[src/rtl/r5p_trap.sv]
// r5p_trap: trap sequencer in front of the R5P CSR block.
// Collects execute-stage exceptions and machine interrupts. At an instruction
// boundary it raises a one-cycle flush and then a one-cycle trap strobe that
// carries cause/epc/tval.
// Optional feature: define R5P_TRAP_IRQ_SYNC_EN to pass each irq_* line
// through a 2-flop synchronizer before mip_o. Level-to-mip_o latency is then
// 3 cycles instead of 1.
module r5p_trap #(
  parameter int unsigned XLEN     = 32,
  parameter bit          IRQ_LOCK = 1'b1
) (
  input  logic            clk,
  input  logic            rst_n,
  input  logic            exc_vld,
  input  logic [4:0]      exc_code,
  input  logic [XLEN-1:0] exc_pc,
  input  logic [XLEN-1:0] exc_tval,
  input  logic            bnd_vld,
  input  logic [XLEN-1:0] bnd_pc,
  input  logic            mret_i,
  input  logic            irq_msi,
  input  logic            irq_mti,
  input  logic            irq_mei,
  input  logic            mstatus_mie,
  input  logic [XLEN-1:0] mie_i,
  output logic [XLEN-1:0] mip_o,
  output logic            flush_o,
  output logic            trap_o,
  output logic [XLEN-1:0] cause_o,
  output logic [XLEN-1:0] epc_o,
  output logic [XLEN-1:0] tval_o,
  output logic            busy_o
);

  typedef enum logic [1:0] {StIdle, StFlush, StTrap} state_e;

  state_e          state_q, state_d;
  logic [2:0]      irq_lvl;      // {mei, mti, msi}
  logic [2:0]      mip_q;        // {MEIP, MTIP, MSIP}
  logic [2:0]      irq_en;
  logic            irq_lock_q;
  logic            int_req;
  logic [3:0]      irq_code;
  logic            take_exc;
  logic            take_irq;
  logic [XLEN-1:0] irq_cause;
  logic [XLEN-1:0] cap_cause_q, cap_epc_q, cap_tval_q;
  logic [XLEN-1:0] cause_q, epc_q, tval_q;
  logic            unused_mie;

`ifdef R5P_TRAP_IRQ_SYNC_EN
  logic [2:0] sync1_q, sync2_q;

  // Two-flop synchronizer for the asynchronous interrupt levels.
  always_ff @(posedge clk or negedge rst_n) begin
    if (!rst_n) begin
      sync1_q <= '0;
      sync2_q <= '0;
    end else begin
      sync1_q <= {irq_mei, irq_mti, irq_msi};
      sync2_q <= sync1_q;
    end
  end

  assign irq_lvl = sync2_q;
`else
  assign irq_lvl = {irq_mei, irq_mti, irq_msi};
`endif

  // Pending bits follow the interrupt levels; nothing is sticky.
  always_ff @(posedge clk or negedge rst_n) begin
    if (!rst_n) begin
      mip_q <= '0;
    end else begin
      mip_q <= irq_lvl;
    end
  end

  // Spread the three pending bits onto their mip positions.
  always_comb begin
    mip_o     = '0;
    mip_o[3]  = mip_q[0];
    mip_o[7]  = mip_q[1];
    mip_o[11] = mip_q[2];
  end

  assign unused_mie = ^{mie_i[XLEN-1:12], mie_i[10:8], mie_i[6:4], mie_i[2:0]};

  assign irq_en  = mip_q & {mie_i[11], mie_i[7], mie_i[3]};
  assign int_req = mstatus_mie & ~irq_lock_q & (|irq_en);

  // Interrupt priority: external, then software, then timer.
  always_comb begin
    irq_code = 4'd7;
    if (irq_en[2]) begin
      irq_code = 4'd11;
    end else if (irq_en[0]) begin
      irq_code = 4'd3;
    end
  end

  always_comb begin
    irq_cause         = '0;
    irq_cause[XLEN-1] = 1'b1;
    irq_cause[3:0]    = irq_code;
  end

  // Events are only accepted in IDLE; exceptions win over interrupts.
  assign take_exc = (state_q == StIdle) & exc_vld;
  assign take_irq = (state_q == StIdle) & ~exc_vld & bnd_vld & int_req;

  // State register.
  always_ff @(posedge clk or negedge rst_n) begin
    if (!rst_n) begin
      state_q <= StIdle;
    end else begin
      state_q <= state_d;
    end
  end

  // Next-state logic.
  always_comb begin
    state_d = state_q;
    unique case (state_q)
      StIdle:  if (take_exc || take_irq) state_d = StFlush;
      StFlush: state_d = StTrap;
      StTrap:  state_d = StIdle;
      default: state_d = StIdle;
    endcase
  end

  // FSM outputs.
  always_comb begin
    flush_o = 1'b0;
    trap_o  = 1'b0;
    busy_o  = 1'b1;
    unique case (state_q)
      StIdle:  busy_o  = 1'b0;
      StFlush: flush_o = 1'b1;
      StTrap:  trap_o  = 1'b1;
      default: busy_o  = 1'b0;
    endcase
  end

  // Latch the trap details when the event is accepted.
  always_ff @(posedge clk or negedge rst_n) begin
    if (!rst_n) begin
      cap_cause_q <= '0;
      cap_epc_q   <= '0;
      cap_tval_q  <= '0;
    end else if (take_exc) begin
      cap_cause_q <= XLEN'(exc_code);
      cap_epc_q   <= exc_pc;
      cap_tval_q  <= exc_tval;
    end else if (take_irq) begin
      cap_cause_q <= irq_cause;
      cap_epc_q   <= bnd_pc;
      cap_tval_q  <= '0;
    end
  end

  // Output values only change on entry to TRAP and hold afterwards.
  always_ff @(posedge clk or negedge rst_n) begin
    if (!rst_n) begin
      cause_q <= '0;
      epc_q   <= '0;
      tval_q  <= '0;
    end else if (state_q == StFlush) begin
      cause_q <= cap_cause_q;
      epc_q   <= cap_epc_q;
      tval_q  <= cap_tval_q;
    end
  end

  assign cause_o = cause_q;
  assign epc_o   = epc_q;
  assign tval_o  = tval_q;

  // Interrupt lock: set by an interrupt trap, cleared by mret in IDLE.
  always_ff @(posedge clk or negedge rst_n) begin
    if (!rst_n) begin
      irq_lock_q <= 1'b0;
    end else if ((state_q == StIdle) && mret_i) begin
      irq_lock_q <= 1'b0;
    end else if ((state_q == StTrap) && IRQ_LOCK && cap_cause_q[XLEN-1]) begin
      irq_lock_q <= 1'b1;
    end
  end

endmodule

[config.mk]
export PLATFORM = sky130hd
export DESIGN_NAME = r5p_trap
export DESIGN_NICKNAME = d
export VERILOG_FILES = /design/src/rtl/r5p_trap.sv
export SDC_FILE = /design/constraint.sdc
export NUM_CORES = 1
export LEC_CHECK = 0
export ABC_AREA = 0
export BUFFER_PORTS_ARGS = -buffer_cell sky130_fd_sc_hd__buf_2
export CORE_MARGIN = 8
export CORE_UTILIZATION = 35
export CTS_CLUSTER_DIAMETER = 100
export DETAILED_ROUTE_END_ITERATION = 10
export PLACE_DENSITY = 0.72
export SLEW_MARGIN = 30
export SYNTH_ARGS = -nofsm -noshare
export SYNTH_HDL_FRONTEND = slang
export SYNTH_SLANG_ARGS = --single-unit
export TNS_END_PERCENT = 50
[constraint.sdc]
create_clock -name clk -period 3.9 [get_ports clk]
set_clock_uncertainty 0.05 [all_clocks]
set_input_delay 0.78 -clock clk [delete_from_list [all_inputs] [get_ports clk]]
set_output_delay 0.78 -clock clk [all_outputs]
set_load 0.01 [all_outputs]
==> results of run 1 <==
[cell type report]
cell class              count  area, um^2  area share
flip-flops and latches    146        3650       0.456
multi-input cells         257        2490       0.310
repair buffers            194        1020       0.127
clock buffers              18         429      0.0536
well taps                 234         293      0.0365
clock inverters            14         110      0.0137
inverters                   6        22.5     0.00281
[cells in the final DEF (no fill, tap or decap), types with 5 or more instances in the layout]
master     instances
conb_1            55
inv_1              6
dfrtp_1          146
a22o_1            33
clkbuf_16         17
nand2_1            7
clkinv_4           6
mux2_2            74
mux2_4            61
a21oi_1            5
buf_2            187
[worst register-to-register path: stages (launching register included)]
cell and delay (ns):
dfrtp_1 0.41, inv_1 0.10, ha_1 0.32, a22oi_1 0.37, a22o_4 0.61, buf_4 0.48, a21oi_1 0.13
[logic make-up after synthesis]
family / Yosys count / synth area share
AOI/OAI and AO/OA: 48 / 0.0584
muxes: 135 / 0.267
and+or+nand+nor: 15 / 0.0118
adders and majority gates: 4 / 0.00763
other: 1 / 0.000572
DFF: 146 / 0.557
buffers and inverters: 86 / 0.0980
[worst paths after layout]
| check | cells after the start | slack [ns] | start | endpoint |
|---|---|---|---|---|
| max | 6 | 1.28 | state_q[0] | cap_cause_q[31] |
| min | 1 | 0.28 | rst_n | cap_epc_q[23] |
| max reg2reg | 6 | 1.28 | state_q[0] | cap_cause_q[31] |
| min reg2reg | 1 | 0.44 | cap_tval_q[19] | cap_tval_q[19] |
| max in group asynchronous | 2 | 2.72 | rst_n | cap_tval_q[19] |
| min in group clk | 1 | 0.42 | irq_mei | mip_q[2] |
[power breakdown]
part	internal, uW	switching [uW]	total [uW]
logic	1470	1160	2630
registers	2280	387	2660
clock network	820	655	1470
total	4560	2210	6770
[flip-flops by register name, summed over array words and instances, names as in the netlist]
register / count
cap_epc_q: 32
cap_tval_q: 32
epc_o: 32
tval_o: 32
cap_cause_q: 6
cause_o: 6
mip_q: 3
state_q: 2
irq_lock_q: 1
[per-stage QoR]
stage | cell area, um^2 | std cells | utilization | total power, uW
after floorplan | 6760 | 489 | - | 4570
after global placement | 7470 | 837 | 0.402 | 5270
after detailed placement | 7470 | 837 | 0.402 | 5370
after CTS | 8010 | 869 | 0.431 | 6880
after global routing | 8010 | 869 | 0.431 | 7250
final | 8010 | 869 | 0.431 | 6770
[layer usage]
metal | track usage | wire [um] | part of all wire | up-vias
li1 | - | - | - | 1814
met5 | 0 | 0 | 0 | -
met1 | 0.155 | 6430 | 0.44 | 1936
met4 | 0.0358 | 107 | 0.0073 | 0
met3 | 0.0632 | 1300 | 0.088 | 6
met2 | 0.207 | 6850 | 0.47 | 165
==> out/metrics.csv, run 1 <==
metric,value,unit
status,completed,
average cell area after synthesis,15.1,um^2
vias per cell,4.51,
Max-cap violations,0,
Post-CTS Setup Bufs,0,
Synth area leaders,"dfrtp_1, mux2_4, mux2_2, buf_4, a22o_1",
vias in the first global route,4537,
cell count after synthesis,435,
Final ANT Viol Nets,0,
Critical Path AT,2.83,ns
CP required,4.11,ns
pre-CTS setup slack,1.19,ns
P&R area growth vs syn,22.1,%
H-tree depth,4,
GRT overflow,0,
VDD IR max,0.383,mV
ys flop type,dfrtp_1,
Async SR Flop Fraction,1.00,
CP peak stage delay,0.61,ns
post-synthesis sequential area ratio,0.557,
first drt pass iteration count,4,
final worst setup slack,1.28,ns
Starting Density,0.353,
Netlist Area Pre-Place,6560,um^2
setup TNS,0,ns
Initial DRC Count,85,
CP endpoint kind,register,
WL/cell,16.9,um
via count,3921,
slowest CP cell,a22o_4,
maximum fanout along the worst path,37,
Core Rows,50,
Rel. slew slack,0.551,
total CTS buffers,17,
die footprint,23400,um^2
"count leader, synth",dfrtp_1,
Die Wd,153,um
warnings from Yosys,0,
number of port buffers,188,
Post-CTS Resized,0,
Leak,0.00407,uW
worst hold slack,0.280,ns
core area,18600,um^2
drt total wl,14.7,mm
total power per unit cell area,845,nW/um^2
CTS tree,built,
largest net degree at the start of global routing,61,
Boundary Pins,273,
antenna violations before repair,0,
clk slew on worst S/H paths,0.06,ns
Worst Hold Class,in -> async,
Die H,153,um
ANT cells,0,
clk sink count,146,
Synth cell types,26,
Finish-stage setup viols,0,
clk buf depth,2,
worst setup path class,reg -> reg,
gpl congestion,0.746,
fin crit share,0.672,
post-synth top area cell,dfrtp_1,
RSZ-0062 raised after global routing,false,
Hold Fails Final Rpt,0,
CP cell instances,"inv_1, ha_1, a22oi_1, a22o_4, buf_4, a21oi_1",
CTS Root Cell,clkbuf_16,
first-pass GRT wire length,24.5,mm
min Tclk post-route,2.62,ns
DP HPWL,10.6,mm
Final Max Slew Viols,0,
Worst Tran Pin Value,0.674,ns
Worst Setup Start Kind,register,
CP Buf/Inv Count,2,
# hold bufs at CTS,0,
Layout fillers,1678,
share of post-route cells with drive strength above 1,0.572,
Global Route Usage Sum,0.131,
Clock Latency Late Sink,0.41,ns
"top cells by count, synth","dfrtp_1, mux2_2, mux2_4, buf_4, a22o_1",
"flops & latches, synth",146,
Fmax achieved,0.381,GHz
Final nets,768,
Post-synth EDFFs,0,
cell family with most CP delay,compound AO/OA/AOI/OAI gates,
drt drc,0,
post-synth top area share,0.557,
No activity file was read; power rests on OpenSTA's default activity.
==> inputs of run 2 (changes only) <==
- clock period: 3.9 -> 2.5 ns (I/O delays scaled with it)
==> run 2 against run 1 <==
Effect of this change:
- sequential cell count unchanged
- sequential power up 56%
- first-iteration DRC count down 15%
- cell area up 2.7%
- fmax up 16%
- power up 63%
- non-clock buffer count up 8
- global-route usage down 0.20 points
- clock power up 82%
- sequential share of layout area down 1.2 points
- wire length up 0.61%
- die area unchanged
- critical path type unchanged
==> out/metrics.csv, run 2 (same netlist as run 1, synthesis figures left out) <==
metric,value,unit
setup TNS,0,ns
Rel. slew slack,0.661,
Setup crit end,cap_epc_q[5],
share of post-route cells with drive strength above 1,0.575,
number of port buffers,188,
CTS Root Cell,clkbuf_16,
Die Wd,153,um
clk sink count,146,
largest net degree at the start of global routing,71,
CP Buf/Inv Count,2,
Leak,0.00416,uW
maximum fanout along the worst path,18,
Finished Core Util,0.443,
Finish-stage setup viols,0,
first drt pass iteration count,4,
GRT overflow,0,
CP peak stage delay,0.42,ns
worst r2r dst,cap_epc_q[5],
slowest CP cell,dfrtp_1,
RSZ-0062 raised after global routing,false,
fin crit share,0.907,
routing usage on met2,0.200,
DP HPWL,11.0,mm
Final Max Slew Viols,0,
gpl congestion,0.772,
met3 usage,0.0558,
total power per unit cell area,1340,nW/um^2
H-tree depth,4,
Final nets,776,
Hold Fails Final Rpt,0,
"commonest non-fill, non-tap cells in the layout","buf_2, dfrtp_1, mux2_2",
Starting Density,0.353,
# hold bufs at CTS,1,
die footprint,23400,um^2
Worst Hold Class,in -> reg,
WL/cell,16.9,um
busiest grt layer,met2,
via count,3934,
ANT cells,0,
min Tclk post-route,2.27,ns
Critical Path AT,2.51,ns
vias per cell,4.49,
status,completed,
Worst Setup Start Kind,register,
Fmax achieved,0.441,GHz
cells on worst reg2reg path,6,
Power Total,11100,uW
CTS tree,built,
worst setup path class,reg -> reg,
Post-CTS Setup Bufs,0,
Critical Path Stages,6,
cell family with most CP delay,compound AO/OA/AOI/OAI gates,
Core Rows,50,
Post-CTS Resized,0,
drt drc,0,
Layout fillers,1713,
drt total wl,14.8,mm
core area,18600,um^2
Boundary Pins,273,
vias in the first global route,4475,
Worst Tran Pin Value,0.509,ns
CP required,2.74,ns
Initial DRC Count,72,
CP cell instances,"inv_1, ha_1, a22oi_1, a22o_4, buf_12, mux2_2",
hold depth,1,
clk slew on worst S/H paths,0.07,ns
r2r setup slk,0.23,ns
grt met1 use,0.157,
crit path launch,state_q[0],
antenna violations before repair,1,
"commonest non-fill, non-tap cell in the layout",buf_2,
total CTS buffers,17,
P&R area growth vs syn,25.4,%
clk buf depth,2,
Die H,153,um
Clock Latency Late Sink,0.41,ns
CP endpoint kind,register,
Final ANT Viol Nets,0,
VDD IR max,0.550,mV
Global Route Usage Sum,0.129,
Max-cap violations,0,
RR Startpoint,state_q[0],
first-pass GRT wire length,24.0,mm
worst hold slack,0.140,ns
-- run 2: cell types whose count changed in the layout (fill, tap and decap cells not counted) --
cell           before  now
buf_12              2    7
buf_4               4    6
clkbuf_8            0    1
clkinvlp_4          4    5
inv_6               2    0
clkinv_4            6    3
clkinv_2            2    0
dlygate4sd3_1       0    1
bufinv_16           0    4
-- run 2: cell type report --
class | count | area [um^2] | area share
timing repair buffer | 202 | 1140 | 0.139
inverter | 6 | 22.5 | 0.00274
multi-input combinational | 257 | 2490 | 0.302
clock buffer | 19 | 443 | 0.0538
clock inverter | 12 | 184 | 0.0224
tap | 234 | 293 | 0.0356
sequential | 146 | 3650 | 0.444
-- run 2: worst min-delay path by stage --
| stage | from | to | slack [ns] |
|---|---|---|---|
| 2_1_floorplan | rst_n | cap_cause_q[0] | 0.15 |
| 3_3_place_gp | cap_tval_q[29] | cap_tval_q[29] | 0.43 |
| 3_5_place_dp | cap_tval_q[24] | cap_tval_q[24] | 0.43 |
| 4_1_cts | irq_mei | mip_q[2] | 0.12 |
| 5_1_grt | irq_mei | mip_q[2] | 0.12 |
| 6_report | irq_mei | mip_q[2] | 0.14 |
-- run 2: through the flow --
step | cell area (um^2) | setup WS (ns) | instances
after floorplan | 6760 | 0.612 | 489
after global placement | 7590 | 0.288 | 844
after detailed placement | 7590 | 0.247 | 844
after CTS | 8230 | 0.234 | 876
after global routing | 8230 | 0.142 | 876
final | 8230 | 0.233 | 876
-- run 2: power breakdown --
group,internal [uW],switching (uW)
combinational,2380,1850
clock,1700,987
sequential,3550,598
-- run 2: metal layers --
layer,vias to the layer above,routed length [um]
met1,1924,6610
met5,-,12
met4,2,127
li1,1829,-
met3,11,1220
met2,168,6810
==> inputs of run 3 (changes only) <==
--- a/config.mk
+++ b/config.mk
@@ -13,3 +13,2 @@
 export DETAILED_ROUTE_END_ITERATION = 10
-export PLACE_DENSITY = 0.72
 export SLEW_MARGIN = 30
==> constraint.sdc (replaced) <==
create_clock -name clk -period 2.5 [get_ports clk]
set_clock_uncertainty 0.05 [all_clocks]
set_input_delay 0 -clock clk [delete_from_list [all_inputs] [get_ports clk]]
set_output_delay 0 -clock clk [all_outputs]
set_load 0.01 [all_outputs]
==> run 3 against run 2 <==
Effect of this change:
- count of clock-buffer cells in the layout is 4 higher
- final cell count grew 12%
- wire length is 16% higher
- sequential power barely moved
- non-clock buffer count rose by 110
- utilization up 5.4 points
- via count rose by 13%
- clock power is 9.7% lower
- sequential share of layout area fell by 4.8 points
- die area did not move
==> out/metrics.csv, run 3 (same netlist as run 1, synthesis figures left out) <==
metric,value,unit
Final ANT Viol Nets,0,
Hold Crit Start,exc_vld,
clk buf depth,2,
Core Rows,50,
crit path launch,state_q[0],
total CTS buffers,17,
largest net degree at the start of global routing,73,
Die H,153,um
cells on worst reg2reg path,6,
RR Startpoint,state_q[0],
Sequential Power Share,0.381,
min Tclk post-route,2.35,ns
Critical Path AT,2.60,ns
CP cell instances,"inv_1, ha_1, a22oi_1, a22o_4, buf_12, mux2_4",
Die Wd,153,um
Final Max Slew Viols,0,
slowest CP cell,dfrtp_1,
status,completed,
Global Route Usage Sum,0.151,
Fmax achieved,0.425,GHz
maximum fanout along the worst path,28,
final cell count without fillers,984,
Worst Setup Start Kind,register,
core area,18600,um^2
WL/cell,17.4,um
first-pass GRT wire length,28.2,mm
Max-cap violations,0,
number of port buffers,188,
Layout fillers,1598,
GRT overflow,0,
Sw Share,0.312,
drt drc,0,
Hold EP,state_q[0],
Boundary Pins,273,
Final nets,886,
CTS Root Cell,clkbuf_16,
VDD IR max,0.608,mV
Rel. slew slack,0.652,
CTS tree,built,
Worst Hold Class,in -> reg,
Worst Tran Pin Value,0.522,ns
CP endpoint kind,register,
CP required,2.75,ns
hold depth,4,
fin crit share,0.941,
DP Cell Count,843,
total power per unit cell area,1190,nW/um^2
Hold Fails Final Rpt,0,
P_sw,3420,uW
first drt pass iteration count,4,
Comb power frac,0.398,
"commonest non-fill, non-tap cell in the layout",buf_2,
drt total wl,17.1,mm
Pint,7520,uW
share of post-route cells with drive strength above 1,0.485,
clk slew on worst S/H paths,0.06,ns
"Design Area, Final",9230,um^2
via count,4450,
worst setup path class,reg -> reg,
CP peak stage delay,0.42,ns
Clock Latency Late Sink,0.41,ns
Finish-stage setup viols,0,
Post-CTS Resized,0,
vias in the first global route,5295,
die footprint,23400,um^2
RSZ-0062 raised after global routing,false,
Reg area,3650,um^2
gpl congestion,0.742,
H-tree depth,4,
worst r2r dst,cap_epc_q[26],
vias per cell,4.52,
Clock power frac,0.221,
clk sink count,146,
Initial DRC Count,110,
area of the multi-input gates,2490,um^2
DP HPWL,11.3,mm
setup TNS,0,ns
r2r setup slk,0.15,ns
Leak,0.00459,uW
CP Buf/Inv Count,2,
cell family with most CP delay,compound AO/OA/AOI/OAI gates,
Starting Density,0.353,
ANT cells,0,
placed instance area,7540,um^2
P&R area growth vs syn,40.6,%
antenna violations before repair,0,
"commonest non-fill, non-tap cells in the layout","buf_2, dfrtp_1, dlygate4sd3_1",
## run 3: changes by cell type in the layout (fill, tap and decap cells not counted), moves of 2 or more
| cell | previous run | this run |
|---|---|---|
| bufinv_16 | 4 | 2 |
| buf_4 | 6 | 8 |
| clkinv_4 | 3 | 0 |
| clkinvlp_4 | 5 | 1 |
| dlygate4sd3_1 | 1 | 111 |
| clkinv_2 | 0 | 3 |
| buf_12 | 7 | 5 |
| clkbuf_1 | 1 | 4 |
## run 3: worst max path at each step
stage | cells past startpoint | endpoint | slack [ns]
2_1_floorplan | 8 | cap_cause_q[3] | 0.61
4_1_cts | 6 | cap_epc_q[26] | 0.14
3_3_place_gp | 6 | cap_epc_q[23] | 0.26
5_1_grt | 6 | cap_epc_q[23] | 0.02
6_report | 6 | cap_epc_q[26] | 0.15
3_5_place_dp | 6 | cap_epc_q[26] | 0.16
## run 3: final cells by class
class | instances | share of cell area
Clock inverter | 6 | 0.00895
Multi-Input combinational cell | 257 | 0.270
Sequential cell | 146 | 0.396
Inverter | 6 | 0.00244
Tap cell | 234 | 0.0317
Clock buffer | 23 | 0.0507
Timing Repair Buffer | 312 | 0.240
## run 3: stage by stage
stage / util / setup WS, ns / total power [uW] / hold WS [ns]
global placement: 0.406 / 0.262 / 8260 / -0.140
global route: 0.496 / 0.0218 / 11600 / 0.0442
floorplan: - / 0.612 / 7130 / -0.346
CTS: 0.496 / 0.137 / 11100 / 0.00430
detailed placement: 0.406 / 0.158 / 8470 / -0.132
finish: 0.496 / 0.147 / 10900 / 0.0385
## run 3: repair_timing
item,4_1_cts,5_1_grt
hold buffers,112,0
buffers inserted,0,0
endpoints found under the hold margin,219,0
## run 3: power by group through the flow
stage                     clock [uW]  sequential, uW  combinational (uW)
after floorplan                    0            4320                2810
final                           2420            4160                4350
after detailed placement           0            4180                4290
after global routing            2600            4320                4730
after CTS                       2500            4170                4440
after global placement             0            4110                4140
## run 3: worst min-delay path, delay by kind of cell
family	cells	cell delay [ns]
buffers and inverters	1	0.14
AO/OA/AOI/OAI	2	0.18
AND/OR/NAND/NOR	1	0.13
## run 3: layer usage
layer / up-vias / part of all wire / global-route usage / wire [um]
li1: 2027 / - / - / -
met5: - / 0 / 0 / 0
met4: 0 / 0.023 / 0.0688 / 387
met2: 173 / 0.50 / 0.254 / 8550
met3: 31 / 0.087 / 0.0677 / 1490
met1: 2219 / 0.39 / 0.160 / 6700
